`src/rtl/load_store_unit_if.sv`:
```
// load_store_unit_if
// Groups the request/response handshake and the data-memory bus of the
// RV32I load/store unit.
//   slave  : the load/store unit side (takes requests, drives memory bus)
//   master : the requester / memory side (issues requests, returns read data)
// Signals:
//   i_req, i_isStore, i_funct3, i_address, i_storeData : request
//   o_ready, o_done, o_misaligned, o_loadData         : status / result
//   o_memAddress, o_memWriteEnable, o_memWriteData    : memory command
//   i_memReadData                                     : memory read data
interface load_store_unit_if;
    logic        i_req;
    logic        i_isStore;
    logic [2:0]  i_funct3;
    logic [31:0] i_address;
    logic [31:0] i_storeData;
    logic        o_ready;
    logic        o_done;
    logic        o_misaligned;
    logic [31:0] o_loadData;
    logic [31:0] o_memAddress;
    logic        o_memWriteEnable;
    logic [31:0] o_memWriteData;
    logic [31:0] i_memReadData;

    modport slave (
        input  i_req, i_isStore, i_funct3, i_address, i_storeData, i_memReadData,
        output o_ready, o_done, o_misaligned, o_loadData,
               o_memAddress, o_memWriteEnable, o_memWriteData
    );

    modport master (
        output i_req, i_isStore, i_funct3, i_address, i_storeData, i_memReadData,
        input  o_ready, o_done, o_misaligned, o_loadData,
               o_memAddress, o_memWriteEnable, o_memWriteData
    );
endinterface

```
`src/rtl/load_store_unit.sv`:
```
// load_store_unit
// RV32I load/store unit in front of a word-organised data memory with
// combinational read data. Loads read one word and extract/extend the
// addressed byte or half; sw writes directly; sb/sh perform a
// read-modify-write of the containing word. Misaligned or illegal
// accesses complete immediately with o_misaligned set and no memory write.
// Ports:
//   i_clk : clock, all state on rising edge
//   i_rst : synchronous active-high reset
//   bus   : load_store_unit_if.slave (request, result and memory bus)
module load_store_unit (
    input  logic             i_clk,
    input  logic             i_rst,
    load_store_unit_if.slave bus
);

    typedef enum logic [2:0] {
        ST_IDLE,
        ST_READ,
        ST_WRITE,
        ST_DONE,
        ST_FAULT
    } state_t;

    state_t      state_reg;
    logic [1:0]  addr_lo_reg;
    logic [2:0]  funct3_reg;
    logic        is_store_reg;
    logic [15:0] store_lo_reg;     // only the low half is needed for sb/sh merges
    logic        ready_reg;
    logic        done_reg;
    logic        misaligned_reg;
    logic        we_reg;
    logic [31:0] load_data_reg;
    logic [31:0] mem_addr_reg;
    logic [31:0] wdata_reg;

    logic        accept_fault;
    logic [7:0]  sel_byte;
    logic [15:0] sel_half;
    logic [31:0] load_next;
    logic [31:0] merge_next;
    logic [3:0]  lane_en;

    // Fault classification of the request being offered in IDLE.
    always_comb begin
        accept_fault = 1'b0;
        case (bus.i_funct3)
            3'b011, 3'b110, 3'b111: accept_fault = 1'b1;
            default: ;
        endcase
        if (bus.i_isStore && bus.i_funct3[2]) begin
            accept_fault = 1'b1;
        end
        if ((bus.i_funct3[1:0] == 2'b01) && bus.i_address[0]) begin
            accept_fault = 1'b1;
        end
        if ((bus.i_funct3[1:0] == 2'b10) && (bus.i_address[1:0] != 2'b00)) begin
            accept_fault = 1'b1;
        end
    end

    // Little-endian extraction from the word currently on the read bus.
    always_comb begin
        sel_byte  = bus.i_memReadData[{addr_lo_reg, 3'b000} +: 8];
        sel_half  = addr_lo_reg[1] ? bus.i_memReadData[31:16] : bus.i_memReadData[15:0];
        load_next = bus.i_memReadData;
        case (funct3_reg[1:0])
            2'b00: load_next = funct3_reg[2] ? {24'b0, sel_byte}
                                             : {{24{sel_byte[7]}}, sel_byte};
            2'b01: load_next = funct3_reg[2] ? {16'b0, sel_half}
                                             : {{16{sel_half[15]}}, sel_half};
            default: load_next = bus.i_memReadData;
        endcase
    end

    // Read-modify-write merge for sb/sh: each byte lane either takes the
    // store data or keeps the word just read.
    generate
        for (genvar gi = 0; gi < 4; gi++) begin : g_lane
            localparam logic [1:0] LANE = 2'(gi);
            logic [7:0] src_byte;

            assign lane_en[gi] = funct3_reg[0] ? (addr_lo_reg[1] == LANE[1])
                                               : (addr_lo_reg == LANE);
            // For sh the upper lane of each half takes store bits [15:8].
            assign src_byte = (funct3_reg[0] && LANE[0]) ? store_lo_reg[15:8]
                                                         : store_lo_reg[7:0];
            assign merge_next[gi*8 +: 8] = lane_en[gi] ? src_byte
                                                       : bus.i_memReadData[gi*8 +: 8];
        end
    endgenerate

    always_ff @(posedge i_clk) begin
        if (i_rst) begin
            state_reg      <= ST_IDLE;
            addr_lo_reg    <= 2'b00;
            funct3_reg     <= 3'b000;
            is_store_reg   <= 1'b0;
            store_lo_reg   <= 16'h0000;
            ready_reg      <= 1'b1;
            done_reg       <= 1'b0;
            misaligned_reg <= 1'b0;
            we_reg         <= 1'b0;
            load_data_reg  <= 32'h0;
            mem_addr_reg   <= 32'h0;
            wdata_reg      <= 32'h0;
        end else begin
            // Pulse-type outputs default low; only the transition into the
            // state that owns them raises them for exactly one cycle.
            done_reg       <= 1'b0;
            misaligned_reg <= 1'b0;
            we_reg         <= 1'b0;

            case (state_reg)
                ST_IDLE: begin
                    if (bus.i_req) begin
                        addr_lo_reg  <= bus.i_address[1:0];
                        funct3_reg   <= bus.i_funct3;
                        is_store_reg <= bus.i_isStore;
                        store_lo_reg <= bus.i_storeData[15:0];
                        mem_addr_reg <= {bus.i_address[31:2], 2'b00};
                        ready_reg    <= 1'b0;
                        if (accept_fault) begin
                            state_reg      <= ST_FAULT;
                            done_reg       <= 1'b1;
                            misaligned_reg <= 1'b1;
                            load_data_reg  <= 32'h0;
                        end else if (bus.i_isStore && (bus.i_funct3 == 3'b010)) begin
                            // sw needs no read: the full word is known now.
                            state_reg <= ST_WRITE;
                            we_reg    <= 1'b1;
                            wdata_reg <= bus.i_storeData;
                        end else begin
                            state_reg <= ST_READ;
                        end
                    end
                end

                ST_READ: begin
                    if (is_store_reg) begin
                        state_reg <= ST_WRITE;
                        we_reg    <= 1'b1;
                        wdata_reg <= merge_next;
                    end else begin
                        state_reg     <= ST_DONE;
                        done_reg      <= 1'b1;
                        load_data_reg <= load_next;
                    end
                end

                ST_WRITE: begin
                    state_reg <= ST_DONE;
                    done_reg  <= 1'b1;
                end

                ST_DONE, ST_FAULT: begin
                    state_reg <= ST_IDLE;
                    ready_reg <= 1'b1;
                end

                default: begin
                    state_reg <= ST_IDLE;
                    ready_reg <= 1'b1;
                end
            endcase
        end
    end

    assign bus.o_ready          = ready_reg;
    assign bus.o_done           = done_reg;
    assign bus.o_misaligned     = misaligned_reg;
    assign bus.o_loadData       = load_data_reg;
    assign bus.o_memAddress     = mem_addr_reg;
    // Gated so a reset arriving in the WRITE cycle never reaches memory.
    assign bus.o_memWriteEnable = we_reg & ~i_rst;
    assign bus.o_memWriteData   = wdata_reg;

endmodule

```
`src/flat_wrapper.sv`:
```
// flat-port wrapper written by rule: the top's interface ports become plain ports
module load_store_unit_flat 
  (i_clk, i_rst, bus_i_req, bus_i_isStore, bus_i_funct3, bus_i_address, bus_i_storeData, bus_i_memReadData, bus_o_ready, bus_o_done, bus_o_misaligned, bus_o_loadData, bus_o_memAddress, bus_o_memWriteEnable, bus_o_memWriteData);
  load_store_unit_if bus_i ();
  input  logic i_clk;
  input  logic i_rst;
  input wire logic [$bits(bus_i.i_req)-1:0] bus_i_req;
  input wire logic [$bits(bus_i.i_isStore)-1:0] bus_i_isStore;
  input wire logic [$bits(bus_i.i_funct3)-1:0] bus_i_funct3;
  input wire logic [$bits(bus_i.i_address)-1:0] bus_i_address;
  input wire logic [$bits(bus_i.i_storeData)-1:0] bus_i_storeData;
  input wire logic [$bits(bus_i.i_memReadData)-1:0] bus_i_memReadData;
  output wire logic [$bits(bus_i.o_ready)-1:0] bus_o_ready;
  output wire logic [$bits(bus_i.o_done)-1:0] bus_o_done;
  output wire logic [$bits(bus_i.o_misaligned)-1:0] bus_o_misaligned;
  output wire logic [$bits(bus_i.o_loadData)-1:0] bus_o_loadData;
  output wire logic [$bits(bus_i.o_memAddress)-1:0] bus_o_memAddress;
  output wire logic [$bits(bus_i.o_memWriteEnable)-1:0] bus_o_memWriteEnable;
  output wire logic [$bits(bus_i.o_memWriteData)-1:0] bus_o_memWriteData;
  assign bus_i.i_req = bus_i_req;
  assign bus_i.i_isStore = bus_i_isStore;
  assign bus_i.i_funct3 = bus_i_funct3;
  assign bus_i.i_address = bus_i_address;
  assign bus_i.i_storeData = bus_i_storeData;
  assign bus_i.i_memReadData = bus_i_memReadData;
  assign bus_o_ready = bus_i.o_ready;
  assign bus_o_done = bus_i.o_done;
  assign bus_o_misaligned = bus_i.o_misaligned;
  assign bus_o_loadData = bus_i.o_loadData;
  assign bus_o_memAddress = bus_i.o_memAddress;
  assign bus_o_memWriteEnable = bus_i.o_memWriteEnable;
  assign bus_o_memWriteData = bus_i.o_memWriteData;
  load_store_unit u_core (.i_clk(i_clk), .i_rst(i_rst), .bus(bus_i));
endmodule
```
`config.mk`:
```
export PLATFORM = sky130hd
export DESIGN_NAME = load_store_unit_flat
export DESIGN_NICKNAME = d
export VERILOG_FILES = /design/src/rtl/load_store_unit_if.sv /design/src/rtl/load_store_unit.sv /design/src/flat_wrapper.sv
export SDC_FILE = /design/constraint.sdc
export NUM_CORES = 1
export LEC_CHECK = 0
export CAP_MARGIN = 20
export CORE_MARGIN = 4
export CORE_UTILIZATION = 30
export DETAILED_ROUTE_END_ITERATION = 8
export PLACE_DENSITY = 0.64
export SKIP_LAST_GASP = 1
export SYNTH_ARGS = -nofsm -noshare
export SYNTH_HDL_FRONTEND = slang
export SYNTH_SLANG_ARGS = --single-unit
```
`constraint.sdc`:
```
create_clock -name i_clk -period 1.85 [get_ports i_clk]
set_input_delay 0.2775 -clock i_clk [delete_from_list [all_inputs] [get_ports i_clk]]
set_output_delay 0.2775 -clock i_clk [all_outputs]
set_load 0.01 [all_outputs]
```
Yosys cells after proc, flatten, opt, wreduce, memory -nomap -nowiden
Index checks and enable logic that the tools add are counted.
{"block": "op_classes", "n_eq_ne": 18, "muxes": 42, "n_shift": 1, "bitwise": 5, "reduce_logical": 16}
{"op": "$mux W32", "count": 9}
{"op": "$pmux W32 S2", "count": 3}
{"op": "$mux W8", "count": 5}
{"op": "$shiftx A32 B6 Y8", "count": 1}
{"op": "$mux W1", "count": 17}
{"op": "$mux W16", "count": 1}
{"op": "$eq A3 B2 Y1 const B", "count": 3}
{"op": "$pmux W3 S3", "count": 1}
{"op": "$eq A2 B1 Y1 const B", "count": 3}
{"op": "$eq A2 B2 Y1 const B", "count": 3}
{"op": "$eq A3 B3 Y1 const B", "count": 2}
{"op": "$mux W3", "count": 2}
{"op": "$ne A2 B1 Y1 const B", "count": 3}
{"op": "$ne A2 B2 Y1 const B", "count": 3}
{"op": "$reduce_and A5 Y1", "count": 1}
{"op": "$logic_and A1 B1 Y1", "count": 4}
{"op": "$logic_not A2 Y1", "count": 2}
{"op": "$not A1 Y1", "count": 4}
{"op": "$pmux W1 S2", "count": 2}
{"op": "$reduce_and A2 Y1", "count": 2}
{"op": "$reduce_and A4 Y1", "count": 1}
{"op": "$reduce_bool A2 Y1", "count": 2}
{"op": "$reduce_or A2 Y1", "count": 2}
{"op": "$eq A3 B1 Y1 const B", "count": 1}
{"op": "5 further kinds", "count": 5}
{"block": "totals", "word_cells": 94, "register_bits": 123, "out_inout_bits": 100, "in_bits": 103}

Depth between registers and ports, before layout
{"block": "logic_depth", "depth_word": 9, "depth_mapped": 8, "mapped_depth_nobuf": 4}

Least setup slack after synthesis
Ideal clock, no wire load.
{"block": "synth_timing", "path_type": "register -> register", "from": "register u_core.state_reg[2]", "to": "register u_core.wdata_reg[26] (netlist: u_core.bus.o_memWriteData[26])", "arrival_time_ps": 1660, "slack_ps": 56, "required_ps": 1716, "n_path_buf": 2, "stages_incl_launch_ff": 7, "path_cell_list": "dfxtp_1 > buf_6 > or4b_4 > buf_6 > or3_4 > nand2_4 > a211oi_1"}
{"block": "synth_via", "elab_chain_cells": 3, "word_cells_on_any_way": 9}
{"element": "start: declaration", "line_no": "load_store_unit.sv:25", "source": "state_t state_reg;"}
{"element": "start signal: assignment", "line_no": "load_store_unit.sv:96", "source": "state_reg <= ST_IDLE;"}
{"element": "start signal: assignment", "line_no": "load_store_unit.sv:125", "source": "state_reg <= ST_FAULT;"}
{"element": "start signal: assignment", "line_no": "load_store_unit.sv:131", "source": "state_reg <= ST_WRITE;"}
{"element": "$eq A3 B1 Y1 / $logic_not A3 Y1 (equally long branches)", "line_no": "load_store_unit.sv:115", "source": "case (state_reg)"}
{"element": "$ne A2 B1 Y1 (no line), or another cell as far along"}
{"element": "$reduce_and A5 Y1 (no line)"}
{"element": "end signal: assignment", "line_no": "load_store_unit.sv:133", "source": "wdata_reg <= bus.i_storeData;"}
{"element": "end signal: assignment", "line_no": "load_store_unit.sv:144", "source": "wdata_reg <= merge_next;"}
{"element": "end: declaration", "line_no": "load_store_unit.sv:36", "source": "logic [31:0] wdata_reg;"}
Parallel ways exist; a longest one is shown, timed or not.
A chain may end at the register's enable or synchronous reset.

Worst setup path in the final report
{"block": "layout_timing", "from": "register u_core.state_reg[2]", "to": "register u_core.wdata_reg[24] (netlist: u_core.bus.o_memWriteData[24])"}
Same word-level chain as after synthesis.

==> run summary <==
The flow ran to the end, and the final reports show no timing, DRC or antenna violations. By area, the combinational part of the netlist is dominated by compound AO/OA/AOI/OAI gates. The die covers 0.0211 mm². Summing all placed instances gives a cell area of a little over 0.008 mm². At the placement stage, the worst setup path has a slack of -0.375 ns. The internal power summed over all cells is 5750 µW. The wire length of the first global-routing pass is about 32000 µm.

The initial antenna violation count is 0. The relative contribution of sequential cells to total power is between 30% and 40%. During synthesis, Yosys emitted a total of 0 warnings. The number of remaining DRC errors is 0.

The share of layout cells above drive strength 1 is between 10 and 15%. In this run the biggest area consumer among cell types represents between 40 and 50% of the synthesized area. The worst max-slew margin expressed relative to the limit came out at around three fifths. On the final layout, the worst hold slack is ~0.27 ns.

The total number of vias is between 5000 and 6000. The first-iteration detailed-routing DRC count is between 500 and 600. The setup check on the worst reg-to-reg path leaves a slack of between 0.05 and 0.06 ns. The portion of total power attributed to the clock network came out at between 40% and 50%. The critical path data required time is between 2 and 2.5 ns. The number of post-CTS setup repair buffers is 0. For this design, the slowest cell found on the critical path is or4b_4. Gates resized during post-CTS repair numbered 1.

The post-DP HPWL came out at approximately 15000 µm. The worst hold path begins at i_rst. The largest clock skew in the final design is ~0.018 ns. The via count of the first global-routing pass came out at 5720. The number of hold-repair buffers added at the cts stage is 0. Dividing the synthesized area by the synthesized cell count gives approximately 8.3 µm².

The standard-cell row count came out at 49. Summing the areas of all and, or, nand and nor instances in the mapped netlist gives 20.7% of the synthesized area. The net switching power is 2200 µW. The wire length reported by the detailed router is about 20000 µm. The leakage component of the power came out at 0.00321 µW.

The compound-cell area share of the yosys netlist is ~29%. The final critical-path share of the clock period is a little over nine tenths. The clock tree from TritonCTS is yes.

The average via count per standard cell is around 5.2. The synthesized netlist occupies a cell area of roughly 0.0057 mm². The routability-driven placement congestion ratio is 0.844. The xor/xnor share of the synthesized area is 0%.

The final-report hold violation count came to 0. Static timing analysis puts the maximum clock frequency at between 500 and 600 MHz. In this run the critical register-to-register path is launched from u_core.state_reg[2]. The combinational fraction of design power is roughly 20%.

The core outline area came out at ~0.018 mm². The class of the tightest hold or removal check is in2reg. The clock sink count is around 120. Relative to the synthesized area, the layout overhead comes to 55.6%.

The cell area power density came out at around 900 mW/mm². The worst setup path is of the reg2reg kind. At the worst endpoint, the arrival time is between 2 and 2.5 ns. Of all nets on the critical path, the largest fanout is 8. The starting density of the core is 30.9%. The number of optimization iterations in the first detailed-route pass is 5. The leftover overflow at the end of global routing came out at 0. The type of element capturing the critical path is a flop.

The mux share of post-synthesis cell area is less than 1%. The overall power is 7950 µW. The maximum vdd drop is around 0.72 mV. The number of antenna diodes in the final layout is 0. The number of failing setup endpoints in the final timing report is 0. The vertical extent of the die came out at ~150 µm.

The count of max-cap constraint violations came out at 0. The switching share of total power is 27.7%. The adder-cell share of the synthesized area is 0%. In the post-synthesis netlist, the cell with the most instances is nand2_1. Yosys attributes the largest share of cell area to dfxtp_1, nand2_1, a21oi_1. Traced cell by cell, the critical path runs through or4b_4 > or3_4 > nand2_4 > a211oi_1.

The number of enable flip-flop cells after synthesis is 0. The maximum cell stage delay along the critical path is ~0.57 ns. Synthesis instantiated 49 different standard cells from the library. The proportion of register bits with asynchronous set or reset after synthesis came out at 0%. The count of filler cells inserted in the layout is approximately 1700. For this run, the leading register cell type out of synthesis is dfxtp_1.

The commonest cells after synthesis are nand2_1, dfxtp_1, a21oi_1, clkbuf_1, o21ai_0. The most critical setup path has its startpoint at u_core.state_reg[2]. The number of pins with negative max-slew slack in the final report is 0. In this run the count of I/O pins placed on the die edge is a little over 200. At the pin with the least slew margin, the transition time is roughly 0.58 ns. The width of the die came out at between 100 and 150 µm. The global-route usage over all layers is a little under a fifth. Setup repair after global routing left no endpoint under its margin.

The cell area after layout came out at roughly 0.0088 mm². The clock root buffer is clkbuf_16. Summed over all instances, the cell type with the most area after synthesis is dfxtp_1. The final net count is 988. The sequential element share of the synthesized area is between 40% and 50%.

The clock period minus worst slack came out at roughly 1.8 ns. CTS built an H-tree with a depth of 4. The maximum number of pins on one net before global-route repair is around 110. After layout, the worst setup slack is 0.0559 ns.

The antenna violation net count after detailed routing came out at 0. In the final routed layout, each cell accounts on average for 18.2 µm. Input and output buffers added on the ports amount to 200. Counting the buffers created by CTS gives 17.

The number of buffers between clock root and the deepest sink is 2. The worst setup path is launched from a flop. The clock-pin slew on the worst setup and hold paths is about 0.06 ns. The register bit total from synthesis came out at 123. The number of instances in the synthesized netlist is approximately 680.

The clock latency on the worst-skew pair came out at 0.42 ns.
-- through the flow --
step | utilization (%) | setup TNS, ns | std cells
final | 48.1 | 0 | 1127
after detailed placement | 44.6 | -23.43 | 1095
after floorplan | - | 0 | 682
after global placement | 44.6 | -21.90 | 1095
after CTS | 47.9 | 0 | 1127
after global routing | 48.1 | 0 | 1127
-- cell usage in the layout, fill, tap and decap left out, types with 5 or more instances in the layout --
cell type / n
dfxtp_1: 121
a21boi_0: 8
a211oi_1: 14
clkdlybuf4s50_1: 199
a211o_1: 7
o32ai_1: 8
nand3b_1: 32
nand3_1: 9
o41ai_1: 14
a31oi_1: 8
inv_1: 19
nand2b_1: 5
a22o_1: 8
buf_4: 43
o221ai_1: 17
buf_12: 7
nor2_1: 27
nor2b_1: 9
nand2_1: 128
a2bb2oi_1: 8
and3b_1: 8
o21ai_0: 33
a221o_1: 17
a21oi_1: 82
clkbuf_16: 17
-- kinds of logic after synthesis --
| kind of cell | after synthesis |
|---|---|
| flops | 123 |
| compound gates | 235 |
| other cells | 1 |
| simple gates | 236 |
| mux | 2 |
| buf+inv | 84 |
-- power groups by stage --
stage          Combinational, µW  Sequential, µW  Clock (µW)
2_1_floorplan                708            3010           0
3_3_place_gp                1530            2990           0
3_5_place_dp                1540            2990           0
4_1_cts                     1550            2940        3530
5_1_grt                     1690            2960        3650
6_report                    1550            2940        3460
-- per-layer routing --
layer	vias up	global-route usage, %	routed length (µm)
li1	2873	-	-
met2	277	29.7	9190
met1	2699	24.8	8960
met3	26	6.45	1910
met4	0	5.70	404
met5	-	0	0
-- critical path, delay by kind of cell (launching register included) --
family	cells	cell delay [ns]
compound gates	1	0.09
flops	1	0.40
simple gates	3	1.15
-- final timing paths --
check                                                     end  cells after the start
worst max register to register  u_core.bus.o_memWriteData[24]                      4
worst min register to register    u_core.bus.o_memAddress[28]                      2
worst min-delay path                    u_core.addr_lo_reg[0]                      3
worst max-delay path            u_core.bus.o_memWriteData[24]                      4
-- area by class of cell --
class                           instances  area (µm²)  share of cell area (%)
Inverter                               19        71.3                   0.811
Tap cell                              229         287                    3.26
Timing Repair Buffer                  249        2450                    27.9
Clock buffer                           19         443                    5.04
Multi-Input combinational cell        475        2910                    33.1
Clock inverter                         13         165                    1.88
Sequential cell                       123        2460                    28.0
No activity file was read; power rests on OpenSTA's default activity.
